===== src/rtl/pl_mem_access.sv =====
// Data-memory access stage between EX/MEM and MEM/WB: drives a variable-latency
// request/acknowledge bus, stalls the front of the pipeline and gates write-back on faults.
module pl_mem_access #(
  parameter int TIMEOUT = 255
) (
  input  logic        clock,
  input  logic        reset,
  input  logic        mwreg,
  input  logic        mm2reg,
  input  logic        mwmem,
  input  logic [31:0] malu,
  input  logic [31:0] mb,
  input  logic [4:0]  mrn,
  output logic        owreg,
  output logic        om2reg,
  output logic [31:0] mrno,
  output logic [4:0]  orn,
  output logic        mstall,
  output logic        merr,
  output logic [31:0] merr_addr,
  output logic        dreq,
  output logic        dwe,
  output logic [31:0] daddr,
  output logic [31:0] dwdata,
  input  logic [31:0] drdata,
  input  logic        dack,
  output logic [1:0]  dbg_state
);

  typedef enum logic [1:0] {S_IDLE = 2'd0, S_REQ = 2'd1, S_DONE = 2'd2} state_t;

  localparam logic [7:0] TO_CNT = 8'(TIMEOUT);

  state_t      state_q, state_d;
  logic [7:0]  cnt_q, cnt_d;
  logic        to_q, to_d;
  logic [31:0] rdata_q, rdata_d;
  logic [31:0] daddr_q, daddr_d;
  logic [31:0] dwdata_q, dwdata_d;
  logic        dwe_q, dwe_d;
  logic        merr_q, merr_d;
  logic [31:0] merr_addr_q, merr_addr_d;

  logic       memop, mis;
  logic [7:0] cnt_inc;

  assign memop   = mm2reg | mwmem;
  assign mis     = memop & (malu[1:0] != 2'b00);
  assign cnt_inc = cnt_q + 8'd1;

  always_ff @(posedge clock) begin
    if (reset) state_q <= S_IDLE;
    else       state_q <= state_d;
  end

  always_ff @(posedge clock) begin
    if (reset) begin
      cnt_q       <= '0;
      to_q        <= 1'b0;
      rdata_q     <= '0;
      daddr_q     <= '0;
      dwdata_q    <= '0;
      dwe_q       <= 1'b0;
      merr_q      <= 1'b0;
      merr_addr_q <= '0;
    end else begin
      cnt_q       <= cnt_d;
      to_q        <= to_d;
      rdata_q     <= rdata_d;
      daddr_q     <= daddr_d;
      dwdata_q    <= dwdata_d;
      dwe_q       <= dwe_d;
      merr_q      <= merr_d;
      merr_addr_q <= merr_addr_d;
    end
  end

  // Bus handshake: dreq is held high with daddr/dwe/dwdata stable for the whole
  // REQ interval; the slave answers with a single-cycle dack, which is only
  // honoured in REQ. An ack arriving on the timeout cycle still completes normally.
  always_comb begin
    state_d     = state_q;
    cnt_d       = cnt_q;
    to_d        = to_q;
    rdata_d     = rdata_q;
    daddr_d     = daddr_q;
    dwdata_d    = dwdata_q;
    dwe_d       = dwe_q;
    merr_d      = merr_q;
    merr_addr_d = merr_addr_q;
    case (state_q)
      S_IDLE: begin
        if (mis) begin
          if (!merr_q) begin
            merr_d      = 1'b1;
            merr_addr_d = malu;
          end
        end else if (memop) begin
          daddr_d  = {malu[31:2], 2'b00};
          dwdata_d = mb;
          dwe_d    = mwmem;
          cnt_d    = '0;
          state_d  = S_REQ;
        end
      end
      S_REQ: begin
        cnt_d = cnt_inc;
        if (dack) begin
          rdata_d = dwe_q ? 32'd0 : drdata;
          cnt_d   = '0;
          state_d = S_DONE;
        end else if (cnt_inc == TO_CNT) begin
          rdata_d = '0;
          to_d    = 1'b1;
          cnt_d   = '0;
          if (!merr_q) begin
            merr_d      = 1'b1;
            merr_addr_d = daddr_q;
          end
          state_d = S_DONE;
        end
      end
      S_DONE: begin
        to_d    = 1'b0;
        state_d = S_IDLE;
      end
      default: state_d = S_IDLE;
    endcase
  end

  // A stalled cycle hands MEM/WB a bubble; a misaligned access is dropped in place.
  always_comb begin
    owreg  = 1'b0;
    om2reg = 1'b0;
    mrno   = '0;
    mstall = 1'b0;
    dreq   = 1'b0;
    case (state_q)
      S_IDLE: begin
        if (memop && !mis) mstall = 1'b1;
        else if (!memop)   owreg  = mwreg;
      end
      S_REQ: begin
        dreq   = 1'b1;
        mstall = 1'b1;
      end
      S_DONE: begin
        mrno   = rdata_q;
        owreg  = mwreg & ~to_q;
        om2reg = mm2reg & ~to_q;
      end
      default: ;
    endcase
  end

  assign orn       = mrn;
  assign dwe       = dwe_q;
  assign daddr     = daddr_q;
  assign dwdata    = dwdata_q;
  assign merr      = merr_q;
  assign merr_addr = merr_addr_q;
  assign dbg_state = state_q;

endmodule


===== config.mk =====
export PLATFORM = sky130hd
export DESIGN_NAME = pl_mem_access
export DESIGN_NICKNAME = d
export VERILOG_FILES = /design/src/rtl/pl_mem_access.sv
export SDC_FILE = /design/constraint.sdc
export NUM_CORES = 1
export LEC_CHECK = 0
export ABC_AREA = 0
export BUFFER_PORTS_ARGS = -buffer_cell sky130_fd_sc_hd__clkbuf_2
export CAP_MARGIN = 20
export CORE_ASPECT_RATIO = 1.4
export CORE_MARGIN = 2
export CORE_UTILIZATION = 53
export CTS_CLUSTER_DIAMETER = 150
export DETAILED_ROUTE_END_ITERATION = 16
export HOLD_SLACK_MARGIN = 0.1
export PLACE_DENSITY = 0.84
export SETUP_SLACK_MARGIN = 0.3
export SLEW_MARGIN = 30
export SYNTH_ARGS = -nofsm -noshare
export SYNTH_HDL_FRONTEND = slang
export SYNTH_SLANG_ARGS = --single-unit

===== constraint.sdc =====
create_clock -name clock -period 2.9 [get_ports clock]
set_input_delay 0.58 -clock clock [delete_from_list [all_inputs] [get_ports clock]]
set_output_delay 0.58 -clock clock [all_outputs]
set_load 0.02 [all_outputs]

# == Yosys cells after proc, flatten, opt, wreduce, memory -nomap -nowiden ==
# Cells that the tools add are included.
# word_totals
ff_bits,139
output_inout_bits,141
wordCells,73
# classes
addsub,1
n_eq_ne,11
muxes,32
bitwise_logic,6
reduce_logical,14
# ops
op,n
two-way mux 32 bit,9
one-hot mux 32 bit (2 select lines),1
two-way mux 8 bit,4
one-hot mux 8 bit (2 select lines),1
"inequality test 2 bit, second input constant",7
AND reduction 3 bit,4
"adder 8 x 1 -> 8 bit, second input constant",1
"== test 8 bit, second input constant",1
two-way mux 1 bit,8
two-way mux 2 bit,4
one-hot mux 1 bit (2 select lines),4
nonzero test 2 bit,4
AND reduction 6 bit,1
one-hot mux 2 bit (2 select lines),1
AND reduction 4 bit,1
bitwise AND 1 bit,3
"inequality test 3 bit, second input constant",1
"== test 2 x 1 -> 1 bit, second input constant",1
"== test 2 bit, second input constant",1
zero test 2 bit,1
inverter 1 bit,2
AND reduction 2 bit,1
logical AND 1 bit,1
zero test 1 bit,1
OR 1 bit,1

# == Logic depth before layout (Yosys ltp) ==
# Gate-level depths: netlist of the first run.
# logic_depth
ltp_word,6
mapped_depth,9
ltp_nobuf,7

# == Worst setup path before layout of the first run ==
# Ideal clock, no wire load.
# synth_timing
path_type,reg-to-output
startpoint,register state_q[1] (netlist: dbg_state[1])
endpoint,output om2reg
t_arrival_ns,1.524
t_required_ns,2.320
path_slack_ns,0.796
stages_incl_launch_ff,4
path_buffers,1
path_cell_list,dfxtp_1 > buf_2 > inv_1 > nor4b_1
# synth_between
elab_chain_len,2
# synth_rtl
element,line,text
start: declaration,34,"state_t state_q, state_d;"
start signal: assignment,53,else state_q <= state_d;
== test 2 bit,138,case (state_q)
two-way mux 1 bit,138,
end: declaration,15,"output logic om2reg,"
# Every way passes these cells.

# == Worst setup path after layout of the first run ==
# layout_timing
startpoint,register cnt_q[0]
endpoint,register merr_addr_q[21] (netlist: merr_addr[21])
# layout_between
elab_chain_len,4
# layout_rtl
element,line,text
start: declaration,35,"logic [7:0] cnt_q, cnt_d;"
start signal: assignment,67,cnt_q <= cnt_d;
adder 8 x 1 -> 8 bit,49,assign cnt_inc = cnt_q + 8'd1;
== test 8 bit,112,end else if (cnt_inc == TO_CNT) begin
inequality test 2 bit (no source line),-,
AND reduction 6 bit (no source line),-,
end signal: assignment,74,merr_addr_q <= merr_addr_d;
end: declaration,42,"logic [31:0] merr_addr_q, merr_addr_d;"
# Every way passes these cells.
# A chain may end at the register's enable or synchronous reset.

==> results.toml, run 1 <==
[placement]
place.port_buffers = 235
gp_congestion = 0.864
dp_hpwl_um = 12300

[route]
num_vias = 6376
wl_per_cell_um = 16.5
wl_um = 18400
drc = 0
avgViaCountPerCell = 5.74
drt_first_iter_violations = 419
drtAntennaViolNets = 0
detail_route.first_pass.iterations = 5

[global_route]
grt_util_all_layers_pct = 26.8
antenna_found_initial = 1
grt_pass1_wl_um = 29100
overflow = 0
grt_pass1_vias = 6043
grt_max_degree = 46

[timing]
setup_tns_ps = 0
fin_skew_ps = 8.80
min_period_over_period_pct = 84.7
tightestPinTransition_ps = 788
slew_violations = 0
min_period_ps = 2460
relSlewSlack_pct = 47.5
hold_violations = 0
setup_violations = 0
rsz0062_at_grt = "true"
fmax_mhz = 407
hold_ws_ps = 366

[power]
switching_share_pct = 29.7
clock_power_share_pct = 42.1
p_comb_share_pct = 14.9
intPower_mw = 3.45
p_leak_nw = 3.81
p_seq_share_pct = 42.9
peakVddDrop_v = 0.000435
switchingPower_mw = 1.46
fin_total_pwr_mw = 4.90
power.density_nw_per_um2 = 597

[setup_path]
critical_path_class = "reg2reg"
r2r_cells = 6
r2r-start = "cnt_q[0]"
startpoint_type = "flop"
path_cells = "ha_1 > and3_1 > mux2i_1 > o221a_2 > a21o_2 > a211oi_2"
critPathArrivalTime_ps = 2730
rr_endpoint = "merr_addr[21]"
r2r_slack_ps = 440
cp_max_fo = 17
critical_path.slowest_cell = "a21o_2"
slowest_delay_ps = 510
required_ps = 3180
crit_path_end_kind = "flop"

[logic_synthesis]
synth_edf_count = 0
synth.distinct_cells = 50
synthAdderAreaFrac_pct = 0.387
netlist_instances = 758
ys_seq_area_share_pct = 43.0
synth_compound_area_share_pct = 24.5
synth_xor_area_share_pct = 0
ys_warn_count = 0
synthMuxAreaShare_pct = 4.95
ys_async_sr_fraction_pct = 0
syn_avg_cell_area_sq_um = 8.54
synth_flop_cell = "dfxtp_1"
ys_seq_elements = 139
synth-simple-area-share_pct = 20.9
synth_top_family_by_area = "compound AO/OA/AOI/OAI gates"
synth_area_sq_um = 6470

[worst_hold_path]
whs_path_depth = 3
hp-start = "drdata[18]"
hold_path.class = "in2reg"
min_to = "rdata_q[18]"

[floorplan]
dieArea_sq_um = 13100
io-pin-count = 248
rows = 47
start_util_pct = 54.5
dieWidth_um = 97.4
die-height_um = 135
core_area_sq_um = 11900

[clock_network]
root_buffer = "clkbuf_16"
cts_htree_levels = 4
cts_tree = "built"
cts.sinks = 139
clockBufferDepth = 2
clk_pin_slew_worst_paths_ps = 60
cts_setup_buffers = 0
cts_made_buffers = 17
clock_latency_ps = 410

[run_status]
outcome = "complete, no violations"

[finish]
area_growth_pct = 27.0
nets = 1058
layout-drive-gt1-share_pct = 34.4
fillers = 966

[flow_run]
drv_cap = 0
## flip-flops by register name, summed over array words and instances, names as in the netlist
name	flops
daddr	30
dbg_state	2
rdata_q	32
merr_addr	32
to_q	1
dwdata	32
merr	1
dwe	1
cnt_q	8
## layout make-up
type                            count  area [sq um]  area share [%]
Sequential cell                   139          2780            33.9
Multi-Input combinational cell    534          3330            40.5
Tap cell                          147           184            2.24
Clock inverter                     14           125            1.52
Inverter                            5          22.5           0.274
Clock buffer                       18           439            5.34
Timing Repair inverter              1          7.51          0.0913
Timing Repair Buffer              251          1320            16.1
Antenna cell                        1          2.50          0.0304
## cell families after synthesis
kind of cell,after synthesis
buffers and inverters,87
adders and majority gates,2
and+or+nand+nor,277
muxes,32
AOI/OAI and AO/OA,220
DFF,139
other,1
## synthesized netlist by cell type (2+ instances only)
library cell	number	share of area [%]
o21ai_1	3	0.23
a211oi_1	32	3.7
clkbuf_1	53	3.1
nand3b_1	3	0.35
nand3_1	3	0.23
buf_6	3	0.52
a211oi_2	28	5.4
and3_1	34	3.3
dfxtp_1	139	43
o211ai_1	5	0.58
nor3_1	3	0.23
o21ai_0	38	2.9
and2_1	2	0.19
o21a_1	4	0.46
buf_4	8	0.93
buf_2	18	1.4
nand2_1	171	9.9
nor2_1	12	0.70
or3_1	2	0.19
inv_1	5	0.29
a32oi_1	32	4.3
mux2i_1	32	4.9
o2111ai_1	2	0.27
nor3b_1	32	3.7
ha_1	2	0.39
nand2b_1	4	0.39
a21oi_1	65	5.0
## power groups by stage
stage               Combinational [mW]  Sequential [mW]  Clock [mW]
floorplan                        0.381             2.24           0
global placement                 0.710             2.14           0
detailed placement               0.722             2.15           0
CTS                              0.729             2.11        2.08
global route                     0.790             2.12        2.17
finish                           0.731             2.11        2.07
## stage by stage
| step | cell area (sq um) | util, % | setup WS (ps) | instances |
|---|---|---|---|---|
| 3_3_place_gp | 7630 | 64.3 | 566 | 1075 |
| 5_1_grt | 8220 | 69.2 | 289 | 1109 |
| 3_5_place_dp | 7630 | 64.3 | 518 | 1075 |
| 6_report | 8220 | 69.2 | 443 | 1110 |
| 2_1_floorplan | 6480 | - | 796 | 759 |
| 4_1_cts | 8210 | 69.1 | 457 | 1108 |
## timing repair
item | 4_1_cts | 5_1_grt
endpoints found under the setup margin | 32 | 10
gates resized for setup | 3 | 0
hold buffers | 0 | 0
gates cloned | 1 | 1
## critical path, delay by kind of cell (launching register included)
family / cells / cell delay [ps]
adders and majority gates: 1 / 230
and+or+nand+nor: 1 / 260
muxes: 1 / 280
DFF: 1 / 460
AOI/OAI and AO/OA: 3 / 1090
## layout by cell type, fill, tap and decap left out, types with 32 or more instances in the layout
cell type and instances:
clkbuf_2 234, nand2_1 170, dfxtp_1 138, a21oi_1 65
o21ai_0 38, and3_1 34, mux2i_1 32, a211oi_1 32
nor3b_1 32, a32oi_1 32
## worst max path at each step
stage | startpoint | end | slack, ps | cells after the start
final | cnt_q[0] | merr_addr[21] | 440 | 6
after global routing | cnt_q[1] | merr_addr[29] | 290 | 6
after CTS | cnt_q[0] | merr_addr[18] | 460 | 6
after detailed placement | cnt_q[0] | merr_addr[31] | 520 | 6
after global placement | cnt_q[0] | merr_addr[2] | 570 | 6
after floorplan | dbg_state[1] | om2reg | 800 | 3
## metal layers
metal	part of all wire (%)	vias up	wire length, um	track usage (%)
met5	0	-	0	0
li1	-	3104	-	-
met4	2.8	0	511	10.6
met3	6.5	39	1190	6.78
met1	40	2991	7350	31.5
met2	51	242	9310	46.8
Power figures use the tool's default switching activity.
==> run 2, diff against run 1 <==
- CORE_UTILIZATION: 53 -> 49
- PLACE_DENSITY: 0.84 -> 0.78
- clock period: 2.9 -> 2.4 ns (I/O delays scaled with it)
==> results.toml, run 2 (same netlist as run 1, synthesis figures left out) <==
[run_status]
outcome = "complete, no violations"

[setup_path]
startpoint_type = "flop"
slowest_delay_ps = 430
critPathArrivalTime_ps = 1570
r2r_cells = 6
cp_max_fo = 13
r2r_slack_ps = 440
critical_path.slowest_cell = "dfxtp_4"
required_ps = 1920
r2r-start = "cnt_q[1]"
critical_path_class = "reg2out"
path_cells = "inv_2 > nor4b_1 > clkbuf_4"
rr_endpoint = "merr_addr[31]"
crit_path_end_kind = "output port"

[route]
drc = 0
drt_first_iter_violations = 324
wl_um = 18500
met3WireLength_um = 1110
avgViaCountPerCell = 5.67
drtAntennaViolNets = 0
wl_met2_um = 9190
wl_met1_um = 7560
top_layer = "met4"
detail_route.first_pass.iterations = 5
wl_per_cell_um = 16.5
num_vias = 6363

[floorplan]
dieArea_sq_um = 14200
die-height_um = 140
io-pin-count = 248
start_util_pct = 50.3
rows = 49
dieWidth_um = 101
core_area_sq_um = 12900

[power]
peakVddDrop_v = 0.000515
power.density_nw_per_um2 = 726
fin_total_pwr_mw = 6.11
p_leak_nw = 3.88

[clock_network]
clock_latency_ps = 420
clockBufferDepth = 2
cts_hold_buffers = 0
cts_tree = "built"
clk_pin_slew_worst_paths_ps = 60
root_buffer = "clkbuf_16"
cts_made_buffers = 17
cts.sinks = 139
cts_htree_levels = 4

[worst_hold_path]
whs_path_depth = 3
hp-start = "drdata[18]"
min_to = "rdata_q[18]"
hold_path.class = "in2reg"

[timing]
min_period_ps = 2050
hold_violations = 0
tightestPinTransition_ps = 910
setup_violations = 0
setup_tns_ps = 0
relSlewSlack_pct = 39.4
fmax_mhz = 487
rsz0062_at_grt = "true"
worst_slack_ps = 347
min_period_over_period_pct = 85.5
slew_violations = 0
fin_skew_ps = 8.45

[global_route]
grt_pass1_wl_um = 28900
grt_pass1_vias = 5788
grt_util_all_layers_pct = 25.2
grt_max_degree = 71
overflow = 0
antenna_found_initial = 0

[finish]
diodes = 0
layout-drive-gt1-share_pct = 35.7
area_growth_pct = 30.0
layout_commonest_cell = "clkbuf_2"
nets = 1066
final_cell_mix = "clkbuf_2, nand2_1, dfxtp_1"
final_cells = 1123

[placement]
dp.cells = 1089
dp_hpwl_um = 12400
place.port_buffers = 235
gp_congestion = 0.882
dp_slack_ps = 194

[flow_run]
drv_cap = 0
## run 2: changes by cell type in the layout (fill, tap and decap cells not counted), sizes merged
cell	previous run	this run
inv	12	10
clkinv	2	3
clkinvlp	6	3
buf	17	27
diode	1	0
bufinv	0	2
## run 2: per-stage QoR
| stage | area [sq um] | hold WS (ps) | util (%) |
|---|---|---|---|
| 3_5_place_dp | 7710 | 446 | 59.9 |
| 4_1_cts | 8340 | 251 | 64.8 |
| 3_3_place_gp | 7710 | 441 | 59.9 |
| 5_1_grt | 8410 | 253 | 65.3 |
| 6_report | 8410 | 259 | 65.3 |
| 2_1_floorplan | 6480 | 449 | - |
## run 2: timing repair
item                                   4_1_cts  5_1_grt
cloned                                       1        0
endpoints found under the hold margin        0        0
pin swaps                                    0        2
buffers inserted                             0        1
resized for setup                            7       16
setup endpoints to repair                   68       95
## run 2: layout make-up
cell class                      count  area [sq um]
Clock buffer                       19           443
Clock inverter                     13           158
Fill cell                        1112          4460
Inverter                            5          18.8
Multi-Input combinational cell    534          3390
Sequential cell                   139          2790
Tap cell                          153           191
Timing Repair Buffer              260          1420
## run 2: worst max-delay path, delay by kind of cell, from the launching register on
kind / cells / cell delay (ps)
AND/OR/NAND/NOR: 1 / 360
buffers and inverters: 2 / 360
flip-flops: 1 / 430
## run 2: routing by layer
layer	vias up	track usage (%)
met5	-	0
met2	237	41.0
met3	42	4.99
met4	0	11.9
li1	3106	-
met1	2978	31.8
## run 2: where the power goes
group	switching [mW]	internal (mW)	total [mW]
combinational	0.566	0.334	0.899
sequential	0.0913	2.45	2.54
clock	1.08	1.59	2.67
## run 2: how the worst max path moves through the flow
stage                  from            end  cells after the start
3_3_place_gp       cnt_q[0]   merr_addr[2]                      6
2_1_floorplan  dbg_state[1]         om2reg                      3
5_1_grt            cnt_q[1]  merr_addr[31]                      6
4_1_cts        dbg_state[1]          owreg                      4
3_5_place_dp       cnt_q[0]   merr_addr[9]                      6
6_report       dbg_state[1]         om2reg                      3
==> run 3, diff against run 2 <==
- CELL_PAD_IN_SITES_DETAIL_PLACEMENT: default -> 0
- CELL_PAD_IN_SITES_GLOBAL_PLACEMENT: default -> 1
- CORE_UTILIZATION: 49 -> 35
- PLACE_DENSITY: 0.78 -> 0.77
==> results.toml, run 3 (same netlist as run 1, synthesis figures left out) <==
[worst_hold_path]
hold_path.class = "in2reg"
hp-start = "drdata[12]"
whs_path_depth = 3
min_to = "rdata_q[12]"

[timing]
worst_slack_ps = 415
setup_tns_ps = 0
setup_violations = 0
fmax_mhz = 504
min_period_over_period_pct = 82.7
slew_violations = 0
rsz0062_at_grt = "true"
relSlewSlack_pct = 50.0
min_period_ps = 1980
fin_skew_ps = 7.24
hold_violations = 0
tightestPinTransition_ps = 750

[route]
wl_per_cell_um = 16.2
drtAntennaViolNets = 0
avgViaCountPerCell = 5.10
drt_first_iter_violations = 305
detail_route.first_pass.iterations = 4
num_vias = 6153
wl_um = 19500
drc = 0

[floorplan]
dieArea_sq_um = 19600
die-height_um = 165
start_util_pct = 35.8
core_area_sq_um = 18100
dieWidth_um = 119
rows = 58
io-pin-count = 248

[global_route]
use_met3_pct = 4.28
grt_pass1_wl_um = 30700
grt-busiest-layer = "met2"
grt_use_met1_pct = 23.7
grt_pass1_vias = 5828
grt_util_all_layers_pct = 19.5
grt_use_met2_pct = 33.1
antenna_found_initial = 0
overflow = 0
grt_max_degree = 63

[run_status]
outcome = "complete, no violations"

[finish]
final_cells = 1206
area_growth_pct = 31.7
nets = 1063
fillers = 1822
final_cell_mix = "clkbuf_2, nand2_1, dfxtp_1"
layout_commonest_cell = "clkbuf_2"
diodes = 0
layout-drive-gt1-share_pct = 35.2

[power]
switching_share_pct = 26.2
p_seq_share_pct = 40.0
intPower_mw = 4.69
p_comb_share_pct = 14.2
clock_power_share_pct = 45.8
power.density_nw_per_um2 = 746
peakVddDrop_v = 0.000382
switchingPower_mw = 1.67
fin_total_pwr_mw = 6.36
p_leak_nw = 3.90

[placement]
dp.cells = 1175
dp_slack_ps = 305
place.port_buffers = 235
gp_congestion = 0.736
dp_hpwl_um = 13300

[clock_network]
cts_made_buffers = 17
cts_setup_buffers = 0
clock_latency_ps = 420
cts.sinks = 139
cts_htree_levels = 4
clk_pin_slew_worst_paths_ps = 60
root_buffer = "clkbuf_16"
cts_tree = "built"
clockBufferDepth = 2

[setup_path]
critPathArrivalTime_ps = 1500
r2r-start = "cnt_q[0]"
required_ps = 1920
rr_endpoint = "merr_addr[31]"
path_cells = "inv_2 > mux2i_2 > and3_1 > clkbuf_2"
critical_path.slowest_cell = "dfxtp_2"
startpoint_type = "flop"
cp_max_fo = 7
slowest_delay_ps = 360
critical_path_class = "reg2out"
crit_path_end_kind = "output port"
r2r_cells = 7
r2r_slack_ps = 420

[flow_run]
drv_cap = 0
run 3: cell types whose count changed in the layout (fill, tap and decap cells not counted), sizes merged:
cell and delta:
a21o -1, buf -3, bufinv +3, clkbuf +3
inv -4, clkinvlp -2
run 3: per-layer routing:
layer	share of wire, %	up-vias
li1	-	3102
met1	44	2841
met2	49	180
met3	4.7	30
met4	2.5	0
met5	0	-
run 3: repair_timing:
item | in CTS | in global routing
hold buffers | 0 | 0
endpoints found under the setup margin | 36 | 104
gates resized for setup | 5 | 8
run 3: worst max-delay path, delay by kind of cell (launching register included):
| kind | cells | cell delay [ps] |
|---|---|---|
| DFF | 1 | 360 |
| buffers and inverters | 2 | 270 |
| muxes | 1 | 270 |
| and+or+nand+nor | 1 | 180 |
run 3: how the worst max path moves through the flow:
stage	from	end	slack [ps]	cells after the start
after floorplan	dbg_state[1]	om2reg	400	3
after global placement	cnt_q[0]	merr_addr[2]	370	7
after detailed placement	cnt_q[0]	merr_addr[31]	310	7
after CTS	dbg_state[0]	mrno[29]	290	4
after global routing	cnt_q[3]	rdata_q[13]	280	6
final	dbg_state[1]	owreg	420	4
run 3: cell type report:
type	instances	area, sq um	area share (%)
clock buffers	21	460	5.40
multi-input cells	533	3340	39.2
inverters	5	18.8	0.220
well taps	240	300	3.52
flip-flops and latches	139	2790	32.7
clock inverters	10	189	2.22
repair buffers	258	1430	16.8
run 3: metrics by stage:
stage,util (%),cell area [sq um],hold slack (ps)
3_5_place_dp,43.4,7840,445
2_1_floorplan,-,6480,449
6_report,47.2,8530,263
3_3_place_gp,43.4,7840,441
4_1_cts,47.1,8500,242
5_1_grt,47.2,8530,254
run 3: power groups by stage:
stage	clock network [mW]	logic [mW]	registers, mW
3_5_place_dp	0	0.908	2.59
6_report	2.91	0.902	2.54
3_3_place_gp	0	0.898	2.59
2_1_floorplan	0	0.460	2.71
4_1_cts	2.98	0.910	2.54
5_1_grt	3.07	0.979	2.56
